### src/rtl/request_capture_queue.sv
// Request capture queue: synchronises 16 request lines into sticky pending bits and presents the
// highest pending index with a valid/ack handshake. Define EDGE_DETECT_EN for rising-edge capture.
module request_capture_queue (
   input  logic        clk,
   input  logic        rst_n,
   input  logic        ena,
   input  logic [15:0] ui_in,
   input  logic [7:0]  uio_in,
   output logic [7:0]  uo_out,
   output logic [7:0]  uio_out,
   output logic [7:0]  uio_oe
);

   typedef enum logic {StIdle, StPresent} state_e;

   state_e      state_q;
   logic [15:0] s1_q, s2_q;
   logic [15:0] pending_q, pending_d;
   logic [15:0] event_vec;
   logic [15:0] ack_mask;
   logic [3:0]  idx_q;
   logic [3:0]  top_idx;
   logic [3:0]  count_q, count_d;
   logic [4:0]  pop;
   logic [7:0]  code_q;
   logic        valid_q;
   logic        ack, clear_all, ack_accept;
   logic        overflow_flag;
   logic        unused_uio;

   assign ack        = uio_in[0];
   assign clear_all  = uio_in[1];
   assign unused_uio = ^uio_in[7:2];

   always_ff @(posedge clk or negedge rst_n) begin
      if (!rst_n) begin
         s1_q <= '0;
         s2_q <= '0;
      end else if (ena) begin
         s1_q <= ui_in;
         s2_q <= s1_q;
      end
   end

`ifdef EDGE_DETECT_EN
   logic [15:0] prev_q;
   logic        overflow_q, overflow_d;

   always_ff @(posedge clk or negedge rst_n) begin
      if (!rst_n) begin
         prev_q <= '0;
      end else if (ena) begin
         prev_q <= s2_q;
      end
   end

   assign event_vec = s2_q & ~prev_q;

   // A fresh event on a bit that is still pending (and not being acked) means a lost request.
   always_comb begin
      overflow_d = overflow_q | (|(event_vec & pending_q & ~ack_mask));
      if (clear_all) begin
         overflow_d = 1'b0;
      end
   end

   always_ff @(posedge clk or negedge rst_n) begin
      if (!rst_n) begin
         overflow_q <= 1'b0;
      end else if (ena) begin
         overflow_q <= overflow_d;
      end
   end

   assign overflow_flag = overflow_q;
`else
   assign event_vec     = s2_q;
   assign overflow_flag = 1'b0;
`endif

   always_comb begin
      ack_accept = (state_q == StPresent) && ack && !clear_all;
      ack_mask   = ack_accept ? (16'h0001 << idx_q) : 16'h0000;
      // Set wins over ack on the same bit.
      pending_d  = (pending_q & ~ack_mask) | event_vec;
      if (clear_all) begin
         pending_d = '0;
      end
   end

   always_comb begin
      pop = 5'd0;
      for (int i = 0; i < 16; i++) begin
         pop = pop + {4'b0000, pending_d[i]};
      end
      count_d = pop[4] ? 4'hF : pop[3:0];
   end

   always_comb begin
      top_idx = 4'd0;
      for (int i = 0; i < 16; i++) begin
         if (pending_q[i]) begin
            top_idx = 4'(i);
         end
      end
   end

   always_ff @(posedge clk or negedge rst_n) begin
      if (!rst_n) begin
         pending_q <= '0;
         count_q   <= '0;
      end else if (ena) begin
         pending_q <= pending_d;
         count_q   <= count_d;
      end
   end

   always_ff @(posedge clk or negedge rst_n) begin
      if (!rst_n) begin
         state_q <= StIdle;
         idx_q   <= '0;
         valid_q <= 1'b0;
         code_q  <= 8'hF0;
      end else if (ena) begin
         if (clear_all) begin
            state_q <= StIdle;
            valid_q <= 1'b0;
            code_q  <= 8'hF0;
         end else begin
            unique case (state_q)
               StIdle: begin
                  if (pending_q != '0) begin
                     state_q <= StPresent;
                     idx_q   <= top_idx;
                     valid_q <= 1'b1;
                     code_q  <= {4'b0000, top_idx};
                  end
               end
               StPresent: begin
                  if (ack) begin
                     state_q <= StIdle;
                     valid_q <= 1'b0;
                     code_q  <= 8'hF0;
                  end
               end
               default: begin
                  state_q <= StIdle;
                  valid_q <= 1'b0;
                  code_q  <= 8'hF0;
               end
            endcase
         end
      end
   end

   assign uo_out  = code_q;
   assign uio_out = {count_q, overflow_flag, valid_q, 2'b00};
   assign uio_oe  = 8'hFC;

endmodule

### config.mk
export PLATFORM = sky130hd
export DESIGN_NAME = request_capture_queue
export DESIGN_NICKNAME = d
export VERILOG_FILES = /design/src/rtl/request_capture_queue.sv
export SDC_FILE = /design/constraint.sdc
export NUM_CORES = 1
export LEC_CHECK = 0
export CELL_PAD_IN_SITES_DETAIL_PLACEMENT = 1
export CELL_PAD_IN_SITES_GLOBAL_PLACEMENT = 2
export CORE_UTILIZATION = 45
export CTS_CLUSTER_SIZE = 20
export DETAILED_ROUTE_END_ITERATION = 12
export DONT_BUFFER_PORTS = 1
export GPL_ROUTABILITY_DRIVEN = 0
export PLACE_DENSITY_LB_ADDON = 0.1
export SETUP_SLACK_MARGIN = 0.4
export SYNTH_ARGS = -nofsm -noshare
export SYNTH_HDL_FRONTEND = slang
export SYNTH_SLANG_ARGS = --single-unit
### constraint.sdc
create_clock -name clk -period 8.2 [get_ports clk]
set_input_delay 2.05 -clock clk [delete_from_list [all_inputs] [get_ports clk]]
set_output_delay 2.05 -clock clk [all_outputs]
set_load 0.005 [all_outputs]
==> qor.log, run 1 <==
INFO  cts            numClockSinks=63
INFO  die            coreArea=7330um^2
INFO  logic_synthesis seq_area_frac_synth=45.6%
INFO  place          pre_cts_ws=1650ps
INFO  cts            clock_latency=340ps
INFO  cts            clock_tree.htree_level_count=3
INFO  cells_and_area final_common_cell=dfrtp_1
INFO  logic_synthesis muxShareOfSynthArea=11.6%
INFO  sta            hold_violations=0
INFO  logic_synthesis synthAdderAreaFrac=7.59%
INFO  cells_and_area area_growth=5.92%
INFO  critical_path  worstSetupEndpointType=flip-flop
INFO  detailed_routing drt-total-wl=7300um
INFO  cells_and_area final_cells=405
INFO  logic_synthesis dominant_combinational_cell_family_by_area_after_synthesis=compound AO/OA/AOI/OAI gates
INFO  detailed_routing initialDrtViolationCount=99
INFO  critical_path  crit_path_start_kind=input pin
INFO  detailed_routing vias=2257
INFO  place          port-buffer-count=0
INFO  grt            grt_pass1_wl=12600um
INFO  logic_synthesis synth_compound_gate_area_share=17.1%
INFO  status         outcome=complete, no violations
INFO  critical_path  maximum_fanout_encountered_on_the_critical_timing_path=40
INFO  sta            clock_skew=8.02ps
INFO  die            initial_core_util=47.2%
INFO  cts            clkTransAtPathRegs=80ps
INFO  die            rows=31
INFO  sta            period_minus_slack=6190ps
INFO  grt            grt_start_max_net_pins=73
INFO  critical_path  cp_data_required_time=8430ps
INFO  detailed_routing vias_per_cell=5.57
INFO  cts            hold_buffers=0
INFO  die            die_height=89.7um
INFO  place          numPlacedInstances=389
INFO  grt            grt_residual_overflow=0
INFO  sta            setup_viol=0
INFO  sta            timing.final.max_slew_violations=0
INFO  sta            final_min_period_over_clock_period=75.5%
INFO  cells_and_area finish.utilization=50.0%
INFO  place          dpl.hpwl=5090um
INFO  cts            post_cts.repair.setup_buffers=0
INFO  logic_synthesis synth_cells=312
INFO  grt            grt_pass1_vias=2278
INFO  die            boundaryPins=51
INFO  grt            gr-usage-all-layers=20.3%
INFO  critical_path  worstSetupPathType=in -> reg
INFO  power_and_ir_drop power_leakage=0.00159uW
INFO  cts            cts-root-buf=clkbuf_8
INFO  die            fp.dieW=89.7um
INFO  cells_and_area antennaDiodeCount=0
INFO  sta            layout_setup_ws=2010ps
INFO  power_and_ir_drop vdd_drop_max=0.000128V
INFO  job            drv.max_cap_violation_count=0
INFO  cells_and_area post_route_cells_drive_above_1_share=19.6%
INFO  logic_synthesis synth-seq-cells=63
INFO  cts            cts_repair_resize_count=0
INFO  power_and_ir_drop pwr_density_cell=290nW/um^2
INFO  logic_synthesis summed_instance_area_of_the_synthesized_netlist=3460um^2
INFO  sta            fmax=162MHz
INFO  power_and_ir_drop post-layout-total-power=1060uW
INFO  grt            antenna_violations_before_repair=0
INFO  cells_and_area finish.net_count=343
INFO  logic_synthesis syn-mean-instance-area=11.1um^2
INFO  cts            clockBufferDepth=2
INFO  logic_synthesis synth_xor_area_share=0.253%
INFO  cells_and_area most-common-layout-cells=dfrtp_1, mux2_2, inv_1, nor2_1, a21oi_1
INFO  sta            rsz0062_at_grt=no
INFO  critical_path  critical_path_data_arrival_time=6420ps
INFO  detailed_routing drt_pre_antenna_iters=4
INFO  hold_path      hold_path_class=reg -> reg
INFO  cts            cts_buffers=9
INFO  sta            finalSetupTns=0ps
INFO  logic_synthesis ys_types=49
INFO  cts            tritoncts=done
INFO  logic_synthesis synthSimpleGateAreaFrac=9.18%
INFO  logic_synthesis yosys_warnings=0
INFO  cells_and_area layout.filler_cells=796
INFO  detailed_routing drt-wirelength-per-cell=18.0um
INFO  detailed_routing ant_nets=0
INFO  detailed_routing post-route-drc-count=0
INFO  die            fp.dieArea=8050um^2
## worst paths after layout
path | end | cells after the start | start | slack [ps]
setup / recovery | count_q[3]$_DFFE_PN0P_ | 15 | uio_in[1] | 2010
hold / removal | valid_q$_DFFE_PN0P_ | 1 | valid_q$_DFFE_PN0P_ | 500
setup reg to reg | count_q[3]$_DFFE_PN0P_ | 15 | idx_q[3]$_DFFE_PN0P_ | 3270
hold reg to reg | valid_q$_DFFE_PN0P_ | 1 | valid_q$_DFFE_PN0P_ | 500
max in group asynchronous | uo_out[6]$_DFFE_PN1P_ | 0 | rst_n | 6630
min in group asynchronous | pending_q[14]$_DFFE_PN0P_ | 0 | rst_n | 1390
## per-stage QoR
stage                     hold WS (ps)  area [um^2]
after floorplan                    449         3500
after global routing               523         3670
after detailed placement           491         3450
after global placement             485         3450
after CTS                          509         3670
final                              504         3670
## synth_stat cells (all sizes together)
cell type,instances,area share (%)
a221o,1,0.33
o22ai,13,2.3
or3,2,0.36
a31oi,2,0.36
nor2,18,2.0
or2,1,0.18
a22o,3,0.76
buf,21,3.9
o311ai,3,1.3
nor3b,1,0.22
nand4,1,0.36
nand3b,1,0.33
conb,2,0.22
or4,2,0.43
o21ai,7,1.0
o21bai,9,2.0
inv,32,3.5
a21oi,17,2.5
mux2,33,11
o31ai,1,0.22
nand3,2,0.79
o211ai,1,0.22
a21bo,1,0.29
ha,5,1.8
dfstp,1,0.76
dfrtp,62,45
a21boi,2,0.43
o31a,11,2.8
o22a,3,0.76
o41a,2,0.65
nor4,8,2.3
fa,10,5.8
nor2b,3,0.54
nand2,6,0.65
a221oi,1,0.25
clkbuf,10,1.1
o2bb2ai,4,1.0
xor2,1,0.25
nand2b,5,0.90
mux2i,3,0.87
nor3,1,0.14
## routing by layer
metal  part of all wire [%]  up-vias  GRT usage, %
met5                      0        -             0
met2                     45       34          28.8
li1                       -     1074             -
met4                   0.95        0          8.61
met3                    3.0        6          3.64
met1                     51     1143          30.3
## final cells by class
class | count | area (um^2) | area share, %
tap | 99 | 124 | 3.38
inverter | 32 | 120 | 3.27
clock inverter | 7 | 97.6 | 2.66
clock buffer | 9 | 124 | 3.38
sequential | 63 | 1580 | 43.0
multi-input combinational | 195 | 1630 | 44.3
## state kept, by name (all words and copies together), names as in the netlist
name	count
uo_out	5
idx_q	4
count_q	4
event_vec	16
valid_q	1
s1_q	16
state_q	1
pending_q	16
## worst max-delay path, cell delays in order
cell and delay, ps:
or2_1 310, or4_1 500, a21oi_1 160, nor2_1 60
fa_1 510, inv_1 60, fa_1 530, fa_1 430
fa_1 490, inv_1 40, ha_1 200, fa_1 420
or3_1 350, o21ai_0 180, a31oi_1 110
## kinds of logic (layout without fill, tap and decap cells)
logic type               count (synthesis)  after routing
AO/OA/AOI/OAI                           81             81
flip-flops                              63             63
buffers and inverters                   63             48
AND/OR/NAND/NOR                         51             51
multiplexers                            36             36
adder cells (fa/ha/maj)                 15             15
other                                    2             11
XOR/XNOR                                 1              1
## power by group
part / total [uW] / switching [uW] / internal [uW]
sequential: 433 / 65.4 / 367
clock: 302 / 130 / 171
combinational: 328 / 168 / 160
total: 1060 / 364 / 699
Note: power is estimated with default switching activity, not from simulation.
==> run 2, diff against run 1 <==
--- a/config.mk
+++ b/config.mk
@@ -7,7 +7,7 @@
 export LEC_CHECK = 0
 export CELL_PAD_IN_SITES_DETAIL_PLACEMENT = 1
 export CELL_PAD_IN_SITES_GLOBAL_PLACEMENT = 2
-export CORE_UTILIZATION = 45
+export CORE_UTILIZATION = 41
 export CTS_CLUSTER_SIZE = 20
 export DETAILED_ROUTE_END_ITERATION = 12
 export DONT_BUFFER_PORTS = 1
==> constraint.sdc (replaced) <==
create_clock -name clk -period 5.91 [get_ports clk]
set_input_delay 1.4775 -clock clk [delete_from_list [all_inputs] [get_ports clk]]
set_output_delay 1.4775 -clock clk [all_outputs]
set_load 0.005 [all_outputs]
==> run 2 against run 1 <==
- non-clock buffer count is 2 higher
- clock-buffer cell count increased by 1
- routed wire length fell by 0.42%
- first-iteration DRC count up 3.0%
- flip-flop and latch count is the same
- critical path depth is the same
- via count down 0.35%
- combinational power up 41%
- hold slack better by 3.9 ps
- highest routed layer unchanged
==> qor.log, run 2 (same netlist as run 1, synthesis figures left out) <==
INFO  detailed_routing vias=2249
INFO  critical_path  crit_path_start_kind=input pin
INFO  sta            rsz0062_at_grt=no
INFO  detailed_routing vias_per_cell=5.45
INFO  cts            cts-root-buf=clkbuf_8
INFO  grt            antenna_violations_before_repair=0
INFO  sta            hold_violations=0
INFO  critical_path  worstSetupEndpointType=flip-flop
INFO  cts            post_cts.repair.setup_buffers=0
INFO  sta            clock_skew=8.28ps
INFO  place          dpl.hpwl=5060um
INFO  die            fp.dieArea=8820um^2
INFO  power_and_ir_drop pwr_density_cell=403nW/um^2
INFO  die            fp.dieW=93.9um
INFO  critical_path  critical-path-top-cell-by-count=fa_1
INFO  critical_path  worst_path_max_delay_cell=or4_1
INFO  cts            clockBufferDepth=2
INFO  sta            finalSetupTns=0ps
INFO  die            initial_core_util=42.4%
INFO  power_and_ir_drop part_of_the_power_in_the_clock_network=28.9%
INFO  power_and_ir_drop seq_power_share=40.2%
INFO  job            drv.max_cap_violation_count=0
INFO  sta            final_min_period_over_clock_period=91.4%
INFO  cts            tritoncts=done
INFO  power_and_ir_drop power_leakage=0.00160uW
INFO  cts            numClockSinks=63
INFO  die            coreArea=8180um^2
INFO  critical_path  cp_data_required_time=6130ps
INFO  power_and_ir_drop power_report.internal_total=990uW
INFO  cells_and_area finish.net_count=345
INFO  cts            cts_repair_resize_count=0
INFO  detailed_routing post-route-drc-count=0
INFO  critical_path  path_cells=or2_1 -> or4_1 -> a21oi_1 -> nor2_1 -> fa_1 -> inv_1 -> fa_1 -> fa_1 -> fa_1 -> inv_1 -> ha_2 -> fa_2 -> or3_1 -> o21ai_1 -> a31oi_1
INFO  die            boundaryPins=51
INFO  power_and_ir_drop power.share.switching=33.6%
INFO  grt            grt_pass1_vias=2326
INFO  cells_and_area final_common_cell=dfrtp_1
INFO  cells_and_area area_growth=6.97%
INFO  hold_path      whs_path_depth=1
INFO  critical_path  worstSetupPathType=in -> reg
INFO  cells_and_area finish.utilization=45.3%
INFO  cts            cts_buffers=9
INFO  detailed_routing ant_nets=0
INFO  critical_path  cp_slowest_stage_delay=510ps
INFO  detailed_routing drt_pre_antenna_iters=4
INFO  cts            clock_tree.htree_level_count=3
INFO  cts            clkTransAtPathRegs=80ps
INFO  power_and_ir_drop total_switching_power=502uW
INFO  place          port-buffer-count=0
INFO  grt            grt_residual_overflow=0
INFO  cts            hold_buffers=0
INFO  critical_path  timing.reg2reg.worst_path_depth=15
INFO  sta            timing.final.max_slew_violations=0
INFO  die            rows=33
INFO  hold_path      hold_path_class=reg -> reg
INFO  die            die_height=93.9um
INFO  cells_and_area post_route_cells_drive_above_1_share=20.8%
INFO  sta            period_minus_slack=5400ps
INFO  critical_path  maximum_fanout_encountered_on_the_critical_timing_path=40
INFO  grt            gr-usage-all-layers=19.1%
INFO  grt            grt_start_max_net_pins=73
INFO  cells_and_area most-common-layout-cells=dfrtp_1, mux2_2, inv_1, nor2_1, a21oi_1
INFO  sta            timing.max_slew.rel_slack=66.5%
INFO  sta            worst_hold_slack=508ps
INFO  power_and_ir_drop combinationalPowerShare=30.9%
INFO  status         outcome=complete, no violations
INFO  cells_and_area antennaDiodeCount=0
INFO  sta            max_slew.worst_pin.slew=496ps
INFO  grt            grt_pass1_wl=12600um
INFO  cells_and_area layout.filler_cells=901
INFO  detailed_routing initialDrtViolationCount=102
INFO  sta            setup_viol=0
INFO  sta            fmax=185MHz
INFO  critical_path  critical_path_data_arrival_time=5620ps
INFO  detailed_routing drt-total-wl=7270um
INFO  power_and_ir_drop vdd_drop_max=0.000172V
INFO  cts            clock_latency=340ps
INFO  detailed_routing drt-wirelength-per-cell=17.6um
[run 2: changes by cell type in the layout (fill, tap and decap cells not counted), sizes merged]
| cell | previous run | this run |
|---|---|---|
| buf | 0 | 2 |
| clkinv | 3 | 1 |
| clkbuf | 9 | 10 |
| inv | 32 | 33 |
[run 2: layout make-up]
| type | count | area [um^2] | area share, % |
|---|---|---|---|
| clock inverter | 6 | 92.6 | 2.50 |
| multi-input combinational | 195 | 1630 | 44.0 |
| inverter | 32 | 120 | 3.24 |
| sequential | 63 | 1580 | 42.6 |
| tap | 105 | 131 | 3.55 |
| timing repair buffer | 2 | 15.0 | 0.405 |
| clock buffer | 10 | 138 | 3.71 |
[run 2: metrics by stage]
step / instance area (um^2) / cells / worst slack [ps] / power, uW
after detailed placement: 3470 / 397 / 142 / 1080
final: 3700 / 413 / 510 / 1490
after global placement: 3470 / 397 / 141 / 1070
after CTS: 3700 / 413 / 499 / 1520
after floorplan: 3510 / 321 / 275 / 975
after global routing: 3700 / 413 / 403 / 1620
[run 2: path summary, 6_finish.rpt]
kind                                     start                      to  slack [ps]
hold reg to reg            s1_q[1]$_DFFE_PN0P_     s1_q[1]$_DFFE_PN0P_         510
setup reg to reg           state_q$_DFFE_PN0P_  count_q[3]$_DFFE_PN0P_        1170
setup / recovery                     uio_in[1]  count_q[3]$_DFFE_PN0P_         510
min in group asynchronous                rst_n     state_q$_DFFE_PN0P_         830
hold / removal             s1_q[1]$_DFFE_PN0P_     s1_q[1]$_DFFE_PN0P_         510
max in group asynchronous                rst_n   uo_out[6]$_DFFE_PN1P_        4910
[run 2: critical path: cells and delay by family]
| kind | cells | cell delay, ps |
|---|---|---|
| compound gates | 3 | 390 |
| simple gates | 4 | 1180 |
| buf+inv | 2 | 110 |
| fa+ha+maj | 6 | 2480 |
[run 2: layer usage]
layer | vias to the layer above | track usage (%) | routed length [um]
met4 | 0 | 6.15 | 144
li1 | 1065 | - | -
met5 | - | 0 | 0
met3 | 12 | 4.77 | 237
met1 | 1129 | 27.5 | 3700
met2 | 43 | 27.9 | 3190
[run 2: power by group through the flow]
stage | clock [uW] | sequential, uW | combinational (uW)
final | 430 | 600 | 461
after global routing | 463 | 615 | 537
after CTS | 444 | 601 | 472
after floorplan | 0 | 571 | 403
after detailed placement | 0 | 608 | 467
after global placement | 0 | 606 | 459
==> run 3, diff against run 2 <==
--- a/config.mk
+++ b/config.mk
@@ -7,6 +7,7 @@
 export LEC_CHECK = 0
 export CELL_PAD_IN_SITES_DETAIL_PLACEMENT = 1
 export CELL_PAD_IN_SITES_GLOBAL_PLACEMENT = 2
+export CORE_MARGIN = 2
 export CORE_UTILIZATION = 41
 export CTS_CLUSTER_SIZE = 20
 export DETAILED_ROUTE_END_ITERATION = 12
==> run 3 against run 2 <==
- non-clock buffer count increased by 1
- clock power decreased by 23%
- hold slack worse by 1.3 ps
- power is 5.7% lower
- fmax grew 0.65%
- register-to-register slack better by 50 ps
==> qor.log, run 3 (same netlist as run 1, synthesis figures left out) <==
INFO  status         outcome=complete, no violations
INFO  grt            antenna_violations_before_repair=0
INFO  grt            grt_start_max_net_pins=73
INFO  place          post_dp_cell_area=3470um^2
INFO  grt            grt_pass1_wl=12500um
INFO  die            boundaryPins=51
INFO  cells_and_area final_common_cell=dfrtp_1
INFO  job            drv.max_cap_violation_count=0
INFO  sta            fmax=186MHz
INFO  critical_path  timing.reg2reg.worst_path_depth=15
INFO  cells_and_area area_growth=6.07%
INFO  hold_path      hold_path_class=reg -> reg
INFO  cts            clock_tree.htree_level_count=3
INFO  critical_path  regToRegEndpoint=count_q[3]$_DFFE_PN0P_
INFO  cts            hold_buffers=0
INFO  cts            cts-root-buf=clkbuf_8
INFO  power_and_ir_drop combinationalPowerShare=33.6%
INFO  power_and_ir_drop total_switching_power=508uW
INFO  critical_path  ff2ff_setup_slack=1220ps
INFO  grt            grt_residual_overflow=0
INFO  cts            clockBufferDepth=2
INFO  cells_and_area final-seq-area=1580um^2
INFO  cts            clock_latency=340ps
INFO  detailed_routing drt-total-wl=7590um
INFO  critical_path  crit_path_start_kind=input pin
INFO  cells_and_area most-common-layout-cells=dfrtp_1, mux2_2, inv_1, nor2_1, a21oi_1
INFO  sta            period_minus_slack=5370ps
INFO  die            fp.dieArea=9200um^2
INFO  critical_path  maximum_fanout_encountered_on_the_critical_timing_path=40
INFO  detailed_routing vias_per_cell=5.43
INFO  power_and_ir_drop part_of_the_power_in_the_clock_network=23.7%
INFO  cells_and_area layout.filler_cells=881
INFO  critical_path  worst_r2r_startpoint=idx_q[3]$_DFFE_PN0P_
INFO  place          dpl.hpwl=5230um
INFO  die            rows=33
INFO  sta            rsz0062_at_grt=no
INFO  cts            cts_buffers=9
INFO  power_and_ir_drop power_report.internal_total=899uW
INFO  detailed_routing ant_nets=0
INFO  sta            hold_violations=0
INFO  critical_path  worstSetupPathType=in -> reg
INFO  place          port-buffer-count=0
INFO  power_and_ir_drop power_leakage=0.00158uW
INFO  detailed_routing drt-wirelength-per-cell=18.3um
INFO  die            fp.dieW=95.9um
INFO  detailed_routing detail_route.wirelength.met1=3760um
INFO  grt            grt_pass1_vias=2315
INFO  detailed_routing post-route-drc-count=0
INFO  detailed_routing vias=2249
INFO  die            coreArea=8220um^2
INFO  cells_and_area antennaDiodeCount=0
INFO  cells_and_area finish.utilization=44.7%
INFO  detailed_routing met2RoutedLength=3350um
INFO  detailed_routing drt_pre_antenna_iters=4
INFO  power_and_ir_drop seq_power_share=42.7%
INFO  sta            final_min_period_over_clock_period=90.8%
INFO  sta            timing.final.max_slew_violations=0
INFO  detailed_routing initialDrtViolationCount=75
INFO  critical_path  critical_path_data_arrival_time=5600ps
INFO  critical_path  startpoint=uio_in[1]
INFO  die            die_height=95.9um
INFO  grt            gr-usage-all-layers=18.3%
INFO  power_and_ir_drop post-layout-total-power=1410uW
INFO  sta            max_slew.worst_pin.slew=552ps
INFO  cells_and_area finish.instance_area=3670um^2
INFO  cts            numClockSinks=63
INFO  die            initial_core_util=42.2%
INFO  sta            finalSetupTns=0ps
INFO  critical_path  cp_data_required_time=6140ps
INFO  cts            clkTransAtPathRegs=70ps
INFO  detailed_routing met3WireLength=293um
INFO  hold_path      min_from=valid_q$_DFFE_PN0P_
INFO  sta            clock_skew=8.67ps
INFO  cells_and_area area_used_by_multi_input_combinational_logic=1650um^2
INFO  sta            setup_viol=0
INFO  power_and_ir_drop pwr_density_cell=383nW/um^2
INFO  sta            timing.max_slew.rel_slack=63.1%
INFO  power_and_ir_drop vdd_drop_max=0.000153V
INFO  cells_and_area finish.net_count=346
INFO  cells_and_area post_route_cells_drive_above_1_share=22.0%
INFO  detailed_routing route.top_layer_used=met4
INFO  critical_path  crit_end=count_q[3]$_DFFE_PN0P_
INFO  cts            tritoncts=done
INFO  critical_path  worstSetupEndpointType=flip-flop
INFO  power_and_ir_drop power.share.switching=36.1%
[run 3: final cells by class]
| class | instances | area share [%] |
|---|---|---|
| clock inverter | 7 | 1.36 |
| sequential | 63 | 42.9 |
| tap | 105 | 3.58 |
| timing repair buffer | 3 | 0.613 |
| inverter | 32 | 3.27 |
| clock buffer | 9 | 3.37 |
| multi-input combinational | 195 | 44.9 |
[run 3: power by group through the flow]
| stage | logic, uW | registers [uW] | clock network [uW] |
|---|---|---|---|
| floorplan | 403 | 571 | 0 |
| global placement | 452 | 605 | 0 |
| detailed placement | 465 | 610 | 0 |
| CTS | 468 | 601 | 343 |
| global route | 552 | 618 | 361 |
| finish | 473 | 601 | 333 |
[run 3: metrics by stage]
stage	worst slack (ps)	cells	hold WS (ps)
6_report	545	414	507
5_1_grt	409	414	530
3_5_place_dp	117	397	493
3_3_place_gp	113	397	488
2_1_floorplan	275	321	449
4_1_cts	465	413	510
[run 3: repair_timing]
action,4_1_cts,5_1_grt
endpoints found under the setup margin,0,4
buffers inserted,0,1
gates resized for setup,0,5
[run 3: critical path, cell delays in order]
cell and delay (ps):
or2_4 240, or4_4 500, a21oi_4 180, nor2_1 60
fa_1 470, inv_1 60, fa_1 550, fa_1 440
fa_1 490, inv_1 40, ha_2 170, fa_2 360
or3_1 350, o21ai_1 130, a31oi_1 90
[run 3: layer usage]
| layer | vias to the layer above | global-route usage (%) |
|---|---|---|
| li1 | 1064 | - |
| met3 | 11 | 3.84 |
| met4 | 0 | 7.98 |
| met1 | 1133 | 26.1 |
| met2 | 41 | 26.9 |
| met5 | - | 0 |
[run 3: how the worst min path moves through the flow]
stage	to	slack, ps	cells after the start
finish	valid_q$_DFFE_PN0P_	510	1
global route	valid_q$_DFFE_PN0P_	530	1
CTS	event_vec[11]$_DFFE_PN0P_	510	1
detailed placement	s1_q[5]$_DFFE_PN0P_	490	1
global placement	s1_q[0]$_DFFE_PN0P_	490	1
floorplan	valid_q$_DFFE_PN0P_	450	1
==> patch 1 (flow settings as in run 2) <==
Build with the macro `EDGE_DETECT_EN` defined.
--- a/src/rtl/request_capture_queue.sv
+++ b/src/rtl/request_capture_queue.sv
@@ -1,5 +1,7 @@
 // Request capture queue: synchronises 16 request lines into sticky pending bits and presents the
 // highest pending index with a valid/ack handshake. Define EDGE_DETECT_EN for rising-edge capture.
+`define EDGE_DETECT_EN
+
 module request_capture_queue (
    input  logic        clk,
    input  logic        rst_n,
Check against the original RTL: not equivalent (a bounded check fails within 10 cycles, from zero or initial values and one cycle with rst_n low).
==> patch 1 against run 2 <==
Wire length up 27%. Final cell count increased by 21%. Sequential power is 28% higher. Maximum frequency increased by 1.4%. Critical path depth unchanged. Sequential cell count up 17. Setup slack gained 0.073 ns. Final area rose by 20%. Critical path type unchanged. Power grew 17%. Largest cell class is now flip-flops and latches. Combinational power is 27% higher. Synthesized area grew 23%.
==> patch 1: results (changes against run 2) <==
stage	metric	value	unit	change
grt	grt_first_pass_wirelength	15.5	mm	was 12.6 mm
cells_and_area	num-fill-cells	1082		was 901
synth	netlist-cell-type-count	53		was 49
drt	drtIter0Drc	93		was 102
clock_tree	cts-root-buf	clkbuf_8		unchanged
place	place_ws	0.180	ns	was 0.142 ns
timing	relSlewSlack	58.7	%	was 66.5%
setup_path	crit_fanout	24		was 40
clock_tree	cts_buffer_depth	2		unchanged
synth	async_flop_share	100	%	unchanged
grt	antenna_found_initial	0		unchanged
cells_and_area	finalNetCount	407		was 345
setup_path	crit_slowest_cell	fa_1		was or4_1
pwr	power_report.internal_total	1.12	mW	was 0.990 mW
synth	yosysSeqAreaShare	47.2	%	was 45.6%
clock_tree	clk_pin_slew	0.09	ns	
pwr	power.leakage	1.95	nW	was 1.60 nW
grt	track_usage	18.8	%	was 19.1%
pwr	ir_worst_vdd	193	µV	was 172 µV
place	hpwlAfterDp	6.45	mm	was 5.06 mm
timing	fin_skew	0.00925	ns	was 0.00828 ns
drt	via_per_inst	5.39		was 5.45
cells_and_area	antenna_cells	0		unchanged
place	io_buffers	0		unchanged
synth	ys_top_cells_by_count	dfrtp_1, mux2_2, inv_1		unchanged
grt	grt_max_degree	81		was 73
synth	synthTopCellsByArea	dfrtp_1, mux2_2, fa_1, buf_4, mux2i_1		was dfrtp_1, mux2_2, fa_1, inv_1, buf_4
outcome	outcome	finished clean		unchanged
synth	yosysWarningCount	0		unchanged
cells_and_area	drive_gt1_share	22.3	%	was 20.8%
drt	wl	9.24	mm	was 7.27 mm
setup_path	cpPeakStageDelay	0.55	ns	was 0.51 ns
clock_tree	ctsHtreeMaxLevel	3		unchanged
setup_path	worst_ep_arrival_time	5.59	ns	was 5.62 ns
clock_tree	cts_inserted_buffers	9		unchanged
min_path	hold_class	reg -> reg		unchanged
drt	firstDrtPassIters	4		unchanged
grt	grt_pass1_vias	2848		was 2326
clock_tree	clk_latency	0.36	ns	was 0.34 ns
-- patch 1: path summary, 6_finish.rpt --
| path | to | depth (start not counted) | start | slack, ns |
|---|---|---|---|---|
| hold / removal | prev_q[9] | 1 | prev_q[9] | 0.50 |
| max in group asynchronous | uo_out[6] | 0 | rst_n | 4.93 |
| hold reg to reg | prev_q[9] | 1 | prev_q[9] | 0.50 |
| min in group asynchronous | valid_q | 0 | rst_n | 0.80 |
| setup / recovery | count_q[1] | 15 | uio_in[1] | 0.58 |
| setup reg to reg | count_q[1] | 16 | idx_q[0] | 1.19 |
-- patch 1: cell type report --
type                            instances  share of cell area, %
Timing Repair Buffer                    1                  0.168
Multi-Input combinational cell        245                   44.8
Clock inverter                          2                  0.337
Sequential cell                        80                   44.9
Inverter                               28                   2.36
Clock buffer                           12                   3.70
Tap cell                              133                   3.73
-- patch 1: cell families after synthesis --
| family | share of synthesized area (%) |
|---|---|
| simple gates | 11.3 |
| compound gates | 11.6 |
| fa+ha+maj | 6.19 |
| xor+xnor | 0.206 |
| mux | 16.9 |
| other cells | 0.177 |
| buf+inv | 6.48 |
| flops | 47.2 |
-- patch 1: power groups by stage --
stage | combinational, mW | clock (mW) | sequential, mW
after global routing | 0.669 | 0.415 | 0.789
final | 0.585 | 0.385 | 0.769
after detailed placement | 0.596 | 0 | 0.780
after CTS | 0.598 | 0.398 | 0.770
after floorplan | 0.489 | 0 | 0.743
after global placement | 0.570 | 0 | 0.775
-- patch 1: routing by layer --
| metal | wire length, µm | up-vias | track usage [%] | share of wire [%] |
|---|---|---|---|---|
| met5 | 0 | - | 0 | 0 |
| met4 | 286 | 0 | 10.7 | 3.1 |
| met3 | 265 | 20 | 2.77 | 2.9 |
| met2 | 4080 | 55 | 28.6 | 44 |
| met1 | 4610 | 1366 | 25.5 | 50 |
| li1 | - | 1257 | - | - |
-- patch 1: critical path, delay by kind of cell --
kind                       cells  cell delay (ns)
adders and majority gates      6             2.68
AOI/OAI and AO/OA              5             0.92
and+or+nand+nor                2             0.40
buffers and inverters          2             0.10
-- patch 1: metrics by stage --
step           instance area (µm²)  hold slack (ns)  utilization [%]  std cells
2_1_floorplan                 4280            0.450                -        380
3_3_place_gp                  4270            0.480             43.1        486
3_5_place_dp                  4270            0.488             43.1        486
4_1_cts                       4450            0.506             44.9        500
5_1_grt                       4460            0.516             45.0        501
6_report                      4460            0.504             45.0        501
-- patch 1: repair_timing --
item | 4_1_cts | 5_1_grt
setup endpoints to repair | 0 | 3
buffers inserted | 0 | 1
endpoints found under the hold margin | 0 | 0
gates resized for setup | 0 | 2
==> patch 2 (flow settings as in run 2) <==
Made on the original files. Put a register stage on the output `uio_out`, with the module's reset. The value now appears one clock later. The other outputs are not delayed to match.
--- a/src/rtl/request_capture_queue.sv
+++ b/src/rtl/request_capture_queue.sv
@@ -154,7 +154,13 @@
    end
 
    assign uo_out  = code_q;
-   assign uio_out = {count_q, overflow_flag, valid_q, 2'b00};
+   always_ff @(posedge clk or negedge rst_n) begin
+      if (!rst_n) begin
+         uio_out <= '0;
+      end else begin
+         uio_out <= {count_q, overflow_flag, valid_q, 2'b00};
+      end
+   end
    assign uio_oe  = 8'hFC;
 
 endmodule
Behaviour: not the same (Yosys sat finds a counterexample within 4 cycles, from zero or initial values and one cycle with rst_n low).
==> patch 2 against run 2 <==
Final area rose by 3.9%. Setup slack improved by 0.12 ns. Via count rose by 1.1%. Largest cell class is now flip-flops and latches. Sequential cell count rose by 5. Highest routed layer unchanged. Power rose by 6.2%. First-iteration DRC count fell by 41%. Combinational power rose by 4.8%. Synthesized area rose by 3.9%. Sequential power rose by 8.7%. Count of clock-buffer cells in the layout rose by 1. Die area rose by 3.8%. Core utilization rose by 0.84 points. Wire length rose by 1.7%. Final cell count did not move.
==> patch 2: results (changes against run 2) <==
stage	metric	value	unit	change
outcome	outcome	finished clean		unchanged
cells_and_area	multi_input_area_share	43.2	%	was 44.0%
cells_and_area	nonClockBufferCount	1		was 2
drt	wl	7.39	mm	was 7.27 mm
setup_path	path_delay_family	adder cells		unchanged
pwr	power.leakage	1.68	nW	was 1.60 nW
clock_tree	cts_setup_buffers	0		unchanged
setup_path	crit_slowest_cell	fa_1		was or4_1
drt	wl_per_cell	17.9	µm	was 17.6 µm
pwr	ir_worst_vdd	156	µV	was 172 µV
pwr	power_report.internal_total	1.06	mW	was 0.990 mW
pwr	clkPwrFrac	28.3	%	was 28.9%
min_path	min_to	uio_out[4]		was s1_q[1]
clock_tree	clk_pin_slew	0.07	ns	
drt	via_per_inst	5.50		was 5.45
pwr	p_comb	0.483	mW	was 0.461 mW
pwr	swShare	33.0	%	was 33.6%
synth	synth_compound_area_share	16.7	%	was 17.1%
timing	relSlewSlack	67.1	%	was 66.5%
synth	muxShareOfSynthArea	11.2	%	was 11.6%
synth	synthTopCellsByArea	dfrtp_1, mux2_2, fa_1, inv_1, buf_4		unchanged
cells_and_area	num-fill-cells	892		was 901
place	place_inst	397		unchanged
cells_and_area	num-multi-input-gates	193		was 195
min_path	min_path_cells	0		was 1
cells_and_area	nClkBuffers	11		was 10
min_path	min_from	count_q[0]		was s1_q[1]
drt	drtIter0Drc	60		was 102
cells_and_area	buf_share	0.195	%	was 0.405%
setup_path	r2r_slack	1.30	ns	was 1.17 ns
grt	grt_first_pass_wirelength	12.8	mm	was 12.6 mm
synth	yosysSeqAreaShare	47.3	%	was 45.6%
cells_and_area	clock_area_share	6.08	%	was 6.21%
synth	synthAdderAreaFrac	7.30	%	was 7.59%
timing	fin_skew	0.0122	ns	was 0.00828 ns
grt	track_usage	18.8	%	was 19.1%
setup_path	reg2reg_to	count_q[0]		was count_q[3]
place	io_buffers	0		unchanged
cells_and_area	ff_latch_area	1700	µm²	was 1580 µm²
synth	netlist-cell-type-count	54		was 49
synth	synth_xor_xnor_area_share	0.243	%	was 0.253%
cells_and_area	inv_count	30		was 32
place	hpwlAfterDp	5.12	mm	was 5.06 mm
timing	tns	0	ns	unchanged
grt	grt_pass1_vias	2445		was 2326
cells_and_area	drive_gt1_share	21.4	%	was 20.8%
synth	ys_top_cells_by_count	dfrtp_1, mux2_2, inv_1		unchanged
patch 2: per-stage QoR:
step	setup WS, ns	instance area (µm²)	hold WS (ns)
after CTS	0.526	3850	0.388
after global routing	0.441	3850	0.395
after global placement	0.204	3610	0.359
after floorplan	0.431	3650	0.355
final	0.627	3850	0.384
after detailed placement	0.164	3610	0.369
patch 2: cells by family (layout without fill, tap and decap cells):
| logic type | after synthesis | in the layout |
|---|---|---|
| AO/OA/AOI/OAI | 81 | 81 |
| flip-flops | 68 | 68 |
| buffers and inverters | 60 | 47 |
| AND/OR/NAND/NOR | 49 | 49 |
| multiplexers | 36 | 36 |
| adder cells (fa/ha/maj) | 15 | 15 |
| other | 2 | 11 |
| XOR/XNOR | 1 | 1 |
patch 2: how the worst max path moves through the flow:
stage / to / start / slack [ns]
after CTS: count_q[0] / uio_in[1] / 0.53
after detailed placement: count_q[3] / uio_in[1] / 0.16
after floorplan: count_q[1] / uio_in[1] / 0.43
final: count_q[0] / uio_in[1] / 0.63
after global routing: count_q[0] / uio_in[1] / 0.44
after global placement: count_q[3] / uio_in[1] / 0.20
patch 2: worst reg2reg max path: cells and delay by family, from the launching register on:
family,cells,cell delay (ns)
buffers and inverters,2,0.11
AO/OA/AOI/OAI,4,0.89
adder cells (fa/ha/maj),6,2.56
flip-flops,1,0.51
AND/OR/NAND/NOR,3,0.42
patch 2: routing by layer:
| layer | vias up | share of wire, % | GRT usage (%) |
|---|---|---|---|
| met3 | 10 | 3.5 | 3.27 |
| met1 | 1149 | 50 | 26.9 |
| met5 | - | 0 | 0 |
| met4 | 0 | 1.3 | 6.34 |
| met2 | 46 | 45 | 28.5 |
| li1 | 1068 | - | - |
